`src/rtl/memref_rd_arbiter.sv`:
```
// memref_rd_arbiter
//   Shares the single read port of a memref (memref_rd model or BRAM) among
//   NUM_REQ requesters. The arbiter is round-robin and grants in the same
//   cycle as the request. Every issued read carries a tag that travels down
//   an RD_LATENCY-deep pipeline, so the returned data-valid reaches the
//   requester that issued the read.
//
// Ports
//   clk, rst          clock (rising edge), asynchronous active-high reset
//   req_rd_en         per-requester read request, held until granted
//   req_addr_data     packed addresses, requester i at [i*ADDR_WIDTH +: ADDR_WIDTH]
//   req_gnt           one-hot grant, combinational, same cycle as the read
//   req_rd_valid      one-hot owner of the data currently on req_rd_data
//   req_rd_data       broadcast read data (mem_rd_data passed through)
//   mem_rd_en         read enable to the memref
//   mem_addr_data     address to the memref (0 when idle)
//   mem_rd_data       read data from the memref
//
// Optional build macro
//   MEMREF_ARB_STATS_EN  adds stat_grant_cnt (32 bits per requester) and
//                        stat_conflict_cnt (cycles with >= 2 requests).
//                        Both counters saturate and are registered.

module memref_rd_arbiter #(
  parameter int NUM_REQ    = 2,
  parameter int ADDR_WIDTH = 10,
  parameter int DATA_WIDTH = 32,
  parameter int RD_LATENCY = 1
) (
  input  logic                          clk,
  input  logic                          rst,
  input  logic [NUM_REQ-1:0]            req_rd_en,
  input  logic [NUM_REQ*ADDR_WIDTH-1:0] req_addr_data,
  output logic [NUM_REQ-1:0]            req_gnt,
  output logic [NUM_REQ-1:0]            req_rd_valid,
  output logic [DATA_WIDTH-1:0]         req_rd_data,
  output logic                          mem_rd_en,
  output logic [ADDR_WIDTH-1:0]         mem_addr_data,
`ifdef MEMREF_ARB_STATS_EN
  output logic [NUM_REQ*32-1:0]         stat_grant_cnt,
  output logic [31:0]                   stat_conflict_cnt,
`endif
  input  logic [DATA_WIDTH-1:0]         mem_rd_data
);

  localparam int              ID_W      = (NUM_REQ > 1) ? $clog2(NUM_REQ) : 1;
  localparam logic [ID_W:0]   NUM_REQ_X = (ID_W+1)'(NUM_REQ);
  localparam logic [ID_W-1:0] LAST_ID   = ID_W'(NUM_REQ - 1);

  logic [ID_W-1:0]       rr_ptr;
  logic                  found;
  logic [ID_W-1:0]       winner;
  logic [ID_W:0]         scan_idx;

  logic [RD_LATENCY-1:0] tag_vld;
  logic [ID_W-1:0]       tag_id [RD_LATENCY];

  // Scan starting at rr_ptr; the one extra bit in scan_idx lets the modulo
  // be a single conditional subtract.
  always_comb begin
    found    = 1'b0;
    winner   = '0;
    scan_idx = '0;
    for (int k = 0; k < NUM_REQ; k++) begin
      scan_idx = {1'b0, rr_ptr} + (ID_W+1)'(k);
      if (scan_idx >= NUM_REQ_X) scan_idx = scan_idx - NUM_REQ_X;
      if (!found && req_rd_en[scan_idx[ID_W-1:0]]) begin
        found  = 1'b1;
        winner = scan_idx[ID_W-1:0];
      end
    end
  end

  always_comb begin
    req_gnt       = '0;
    mem_addr_data = '0;
    for (int i = 0; i < NUM_REQ; i++) begin
      if (found && (winner == ID_W'(i))) begin
        req_gnt[i]    = 1'b1;
        mem_addr_data = req_addr_data[i*ADDR_WIDTH +: ADDR_WIDTH];
      end
    end
  end

  assign mem_rd_en = found;

  always_ff @(posedge clk or posedge rst) begin
    if (rst) begin
      rr_ptr  <= '0;
      tag_vld <= '0;
      for (int k = 0; k < RD_LATENCY; k++) tag_id[k] <= '0;
    end else begin
      if (found) rr_ptr <= (winner == LAST_ID) ? '0 : winner + ID_W'(1);
      tag_vld[0] <= found;
      tag_id[0]  <= winner;
      for (int k = 1; k < RD_LATENCY; k++) begin
        tag_vld[k] <= tag_vld[k-1];
        tag_id[k]  <= tag_id[k-1];
      end
    end
  end

  always_comb begin
    req_rd_valid = '0;
    for (int i = 0; i < NUM_REQ; i++)
      req_rd_valid[i] = tag_vld[RD_LATENCY-1] && (tag_id[RD_LATENCY-1] == ID_W'(i));
  end

  assign req_rd_data = mem_rd_data;

`ifdef MEMREF_ARB_STATS_EN
  logic conflict;
  assign conflict = ($countones(req_rd_en) > 1);

  always_ff @(posedge clk or posedge rst) begin
    if (rst) begin
      stat_grant_cnt    <= '0;
      stat_conflict_cnt <= '0;
    end else begin
      for (int i = 0; i < NUM_REQ; i++) begin
        if (req_gnt[i] && (stat_grant_cnt[i*32 +: 32] != 32'hFFFF_FFFF))
          stat_grant_cnt[i*32 +: 32] <= stat_grant_cnt[i*32 +: 32] + 32'd1;
      end
      if (conflict && (stat_conflict_cnt != 32'hFFFF_FFFF))
        stat_conflict_cnt <= stat_conflict_cnt + 32'd1;
    end
  end
`endif

endmodule

```
`config.mk`:
```
export PLATFORM = sky130hd
export DESIGN_NAME = memref_rd_arbiter
export DESIGN_NICKNAME = d
export VERILOG_FILES = /design/src/rtl/memref_rd_arbiter.sv
export SDC_FILE = /design/constraint.sdc
export NUM_CORES = 1
export LEC_CHECK = 0
export ABC_AREA = 1
export CAP_MARGIN = 20
export CORE_MARGIN = 4
export CORE_UTILIZATION = 21
export CTS_CLUSTER_SIZE = 40
export DETAILED_ROUTE_END_ITERATION = 6
export GPL_TIMING_DRIVEN = 0
export PLACE_DENSITY = 0.9
export SLEW_MARGIN = 5
export SYNTH_ARGS = -nofsm -noshare
export SYNTH_HDL_FRONTEND = slang
export SYNTH_SLANG_ARGS = --single-unit
```
`constraint.sdc`:
```
create_clock -name clk -period 2.2 [get_ports clk]
set_clock_uncertainty 0.15 [all_clocks]
set_input_delay 0.44 -clock clk [delete_from_list [all_inputs] [get_ports clk]]
set_output_delay 0.44 -clock clk [all_outputs]
set_load 0.02 [all_outputs]
```
* Word-level counts from Yosys, hierarchy flattened *
Cells that the tools add are included.

storage, ports and cells
  register bits after elaboration = 3
  input port bits = 56
  output and inout port bits = 47
  logic and storage cells = 34

operators by class
  add/subtract/negate cells = 4
  magnitude comparators = 4
  mux-type cells = 15
  bitwise operators = 2
  reduce and logical (&&, ||, !) cells = 6

operators by type and width
  operator             count
  $mux 10              2
  $mux 1               13
  $logic_and 1x1->1    5
  $lt 1x2->1 const B   2
  $add 1x1->2 const B  1
  $ge 1x2->1 const B   1
  $ge 2x2->1 const B   1
  $not 1->1            2
  $sub 1x1->1 const B  2
  $add 1x1->1 const B  1
  $logic_not 1->1      1

* Depth between registers and ports, before layout *
  depth in word-level cells = 12
  mapped depth = 5
  gate-level depth less buffers = 4

* Least setup slack after synthesis *
No wires, ideal clock.

  path type = input port to output port
  start = input port req_rd_en[0]
  end = output port mem_addr_data[0]
  arrival time = 960 ps
  required time = 1610 ps
  setup slack = 650 ps
  cell stages on the path = 5
  path buffers = 1
  cells stage by stage = inv_1 a21oi_2 buf_6 nand2_1 nand2_1

between the ends
  longest elaborated chain between the ends = 10
  elaborated cells on any way between the ends = 15
  those cells by class = mux: 10; bitwise: 1; reduce/logical: 4

RTL lines
  item                                       RTL line  source
  from (decl)                                32        input logic [NUM_REQ-1:0] req_rd_en,
  $mux 1 (implied by the code) (2 in a row)  67        if (!found && req_rd_en[scan_idx[ID_W-1:0]]) begin
  $mux 1                                     67
  $logic_not 1->1                            67
  $logic_and 1x1->1                          67
  $mux 1                                     67
  $not 1->1                                  78        if (found && (winner == ID_W'(i))) begin
  $logic_and 1x1->1                          78
  $mux 10                                    78
  $mux 10 (*)                                78
  to (decl)                                  38        output logic [ADDR_WIDTH-1:0] mem_addr_data,

Every way passes the cells marked *; elsewhere a longest branch is shown, timed or not. The select of a mux whose other input is x is not followed.

* Final worst setup path *
  start = register rr_ptr
  end = output port mem_rd_en

between the ends
  longest elaborated chain between the ends = 8
  elaborated cells on any way between the ends = 15
  those cells by class = add/sub: 3; order compare: 2; mux: 8; reduce/logical: 2

RTL lines
  item                                              RTL line  source
  from (decl)                                       50        logic [ID_W-1:0] rr_ptr;
  from (signal assigned)                            93        if (found) rr_ptr <= (winner == LAST_ID) ? '0 : winner + ID_W'(1);
  $ge 1x2->1 / $sub 1x1->1 (equally long branches)  66        if (scan_idx >= NUM_REQ_X) scan_idx = scan_idx - NUM_REQ_X;
  $mux 1                                            66
  $mux 1 (implied by the code) (2 in a row)         67
  $mux 1                                            67
  $logic_not 1->1                                   67
  $logic_and 1x1->1                                 67
  $mux 1 (*)                                        67
  to (decl)                                         37        output logic mem_rd_en,

Marked as above.

==> results.sh <==
export IMPL_hold_buffers=0
export IMPL_period_needed_ps=2100
export IMPL_drive_gt1_share_pct=32.7
export IMPL_power_frac_comb_pct=66.0
export IMPL_cts_htree_levels=1
export IMPL_synth_edf_count=0
export IMPL_antenna_found_initial=0
export IMPL_start_util_pct=23.0
export IMPL_relSlewSlack_pct=83.5
export IMPL_grt_ovfl_total=0
export IMPL_p_sw_share_pct=38.6
export IMPL_cellPowerDensity_nw_per_um2=384
export IMPL_cp_slowest_cell="dfrtp_1"
export IMPL_synthMostInstantiatedCell="buf_4"
export IMPL_drcViolationCount=0
export IMPL_rows=17
export IMPL_cap_viol_max_count=0
export IMPL_grt_pass1_wl_um=3610
export IMPL_nNetsFinal=216
export IMPL_drt_wl_total_um=2500
export IMPL_ioPinCount=103
export IMPL_setup_viol=0
export IMPL_path_cells="inv_1, nand2_1, buf_4, nand3_1, clkdlybuf4s15_1"
export IMPL_track_usage_pct=13.5
export IMPL_cp_required_ps=1610
export IMPL_ant_nets=0
export IMPL_dieArea_um2=3410
export IMPL_io_buffer_count=70
export IMPL_ctsLongestPathBuffers=2
export IMPL_synth_ff_type="dfrtp_1"
export IMPL_worstSkewPairLatency_ps=230
export IMPL_synth_compound_area_share_pct=4.46
export IMPL_critPathArrivalTime_ps=1510
export IMPL_synth_fa_ha_area_share_pct=0
export IMPL_max_freq_mhz=475
export IMPL_grt_pass1_vias=801
export IMPL_ys_warnings_count=0
export IMPL_synth_top_family_by_area="buffers and inverters"
export IMPL_ys_top_cells_by_area="buf_4, nand2_1, dfrtp_1"
export IMPL_n_antenna_cell=0
export IMPL_vdd_ir_drop_max_uv=267
export IMPL_met2_wirelength_um=1450
export IMPL_place_congestion=0.769
export IMPL_switching_power_uw=194
export IMPL_ctsRootBufferMaster="clkbuf_4"
export IMPL_ys_ff_latch=3
export IMPL_power_total_uw=502
export IMPL_seq_area_frac_synth_pct=14.1
export IMPL_drtIter0Drc=12
export IMPL_top_layer="met4"
export IMPL_core_um2=2320
export IMPL_avgViaCountPerCell=4.11
export IMPL_synth_cell_type_count=12
export IMPL_firstDrtPassIters=3
export IMPL_grt_setup_unrepaired="no"
export IMPL_async_reset_ff_share_pct=100
export IMPL_vias=769
export IMPL_synthTopCellsByCount="buf_4, nand2_1, nand3_1, inv_1, dfrtp_1"
export IMPL_synthCells=83
export IMPL_crit_type="flip-flop to primary output"
export IMPL_die_height_um=58.4
export IMPL_synthSimpleGateAreaFrac_pct=27.7
export IMPL_synth_mux_area_share_pct=0
export IMPL_status="completed"
export IMPL_area_delta_synth_final_pct=145
export IMPL_power_leakage_uw=0.000655
export IMPL_wl_met3_um=282
export IMPL_crit_start="rr_ptr$_DFFE_PP0P_"
export IMPL_postLayoutCoreUtil_pct=56.3
export IMPL_r2r_start="rr_ptr$_DFFE_PP0P_"
export IMPL_p_clk_share_pct=20.4
export IMPL_hpwlAfterDp_um=2010
export IMPL_cp_num_buf_inv=3
export IMPL_synth_largest_area_cell="buf_4"
export IMPL_slew_viol_final=0
export IMPL_internal_power_uw=308
export IMPL_fp_dieW_um=58.4
export IMPL_grt_max_degree=11
export IMPL_p_seq_share_pct=13.6
export IMPL_syn_num_nets=139
export IMPL_hold_viol=0
export IMPL_critPathTopFamily="buffers and inverters"
export IMPL_met1_length_um=741
export IMPL_slowest_delay_ps=430
export IMPL_clkTransAtPathRegs_ps=40
export IMPL_hold_class="input port to asynchronous set/reset pin"
export IMPL_setup_tns_ps=0
export IMPL_setup_worst_path_end_class="primary output"
export IMPL_yosys_area_share_xor_xnor_pct=0
export IMPL_tightest_slew_ps=247
export IMPL_synth_top_area_share_pct=46.5
export IMPL_cts_sinks=3
export IMPL_critPathMaxFanout=10
export IMPL_synth_cell_area_um2=533
export IMPL_startpoint_type="flip-flop"
export IMPL_routedWlPerCell_um=13.4
export IMPL_fin_crit_sh_pct=95.7
export IMPL_cts_tree="yes"
export IMPL_cts_made_buffers=3
export IMPL_syn_area_per_cell_um2=6.42
## final cells by class
class | count | area, um^2
Tap cell | 28 | 35.0
Inverter | 6 | 22.5
Timing Repair Buffer | 72 | 702
Buffer | 35 | 267
Fill cell | 225 | 1010
Multi-Input combinational cell | 39 | 179
Sequential cell | 3 | 75.1
Clock buffer | 4 | 26.3
## per-layer routing
layer,track usage [%],vias to the layer above
met5,0,-
met4,5.63,0
met3,1.97,2
met2,28.4,55
met1,12.5,337
li1,-,375
## cells in the final DEF (no fill, tap or decap)
cell type / synthesis / final
clkdlybuf4s50_1: 0 / 55
buf_4: 33 / 35
nand2_1: 22 / 22
nand3_1: 11 / 11
inv_1: 6 / 6
clkdlybuf4s15_2: 0 / 6
dlygate4sd2_1: 0 / 4
clkbuf_4: 0 / 3
clkbuf_2: 0 / 3
dfrtp_1: 3 / 3
a21oi_1: 2 / 2
buf_6: 1 / 2
o21ai_0: 1 / 1
a21oi_4: 0 / 1
nor2_1: 1 / 1
nand2_2: 1 / 1
clkbuf_1: 0 / 1
buf_2: 1 / 1
clkdlybuf4s15_1: 0 / 1
## stage by stage
step / std cells / worst slack [ps] / cell area [um^2] / hold slack, ps
5_1_grt: 187 / 13.4 / 1310 / 240
4_1_cts: 187 / 48.2 / 1320 / 223
6_report: 187 / 95.6 / 1310 / 227
3_3_place_gp: 181 / -464 / 1270 / 412
2_1_floorplan: 83 / 650 / 533 / 43.6
3_5_place_dp: 181 / -488 / 1270 / 433
## power groups by stage
stage	clock [uW]	sequential, uW	combinational (uW)
6_report	102	68.3	332
2_1_floorplan	0	65.7	170
3_3_place_gp	0	66.4	333
3_5_place_dp	0	67.3	339
4_1_cts	103	67.9	336
5_1_grt	110	68.3	353
## worst paths after layout
| path | cells past startpoint | to | slack (ps) |
|---|---|---|---|
| max | 5 | mem_rd_en | 100 |
| min | 2 | rr_ptr$_DFFE_PP0P_ | 230 |
| max reg2reg | 4 | tag_vld$_DFF_PP0_ | 950 |
| min reg2reg | 2 | tag_vld$_DFF_PP0_ | 520 |
| max in group asynchronous | 2 | tag_id$_DFF_PP0_ | 1540 |
| min in group clk | 2 | tag_id$_DFF_PP0_ | 480 |
## repair_timing
item | in CTS | in global routing
gates cloned | 1 | 0
pin swaps | 1 | 0
setup endpoints to repair | 13 | 4
gates resized for setup | 35 | 6
setup buffers | 1 | 0
## kinds of logic after synthesis
| kind of cell | count (synthesis) |
|---|---|
| compound gates | 4 |
| buf+inv | 41 |
| flops | 3 |
| simple gates | 35 |
## flip-flops by register name (all words and copies together), names as in the netlist
name / flops
rr_ptr: 1
tag_id: 1
tag_vld: 1
Note: power is estimated with default switching activity, not from simulation.
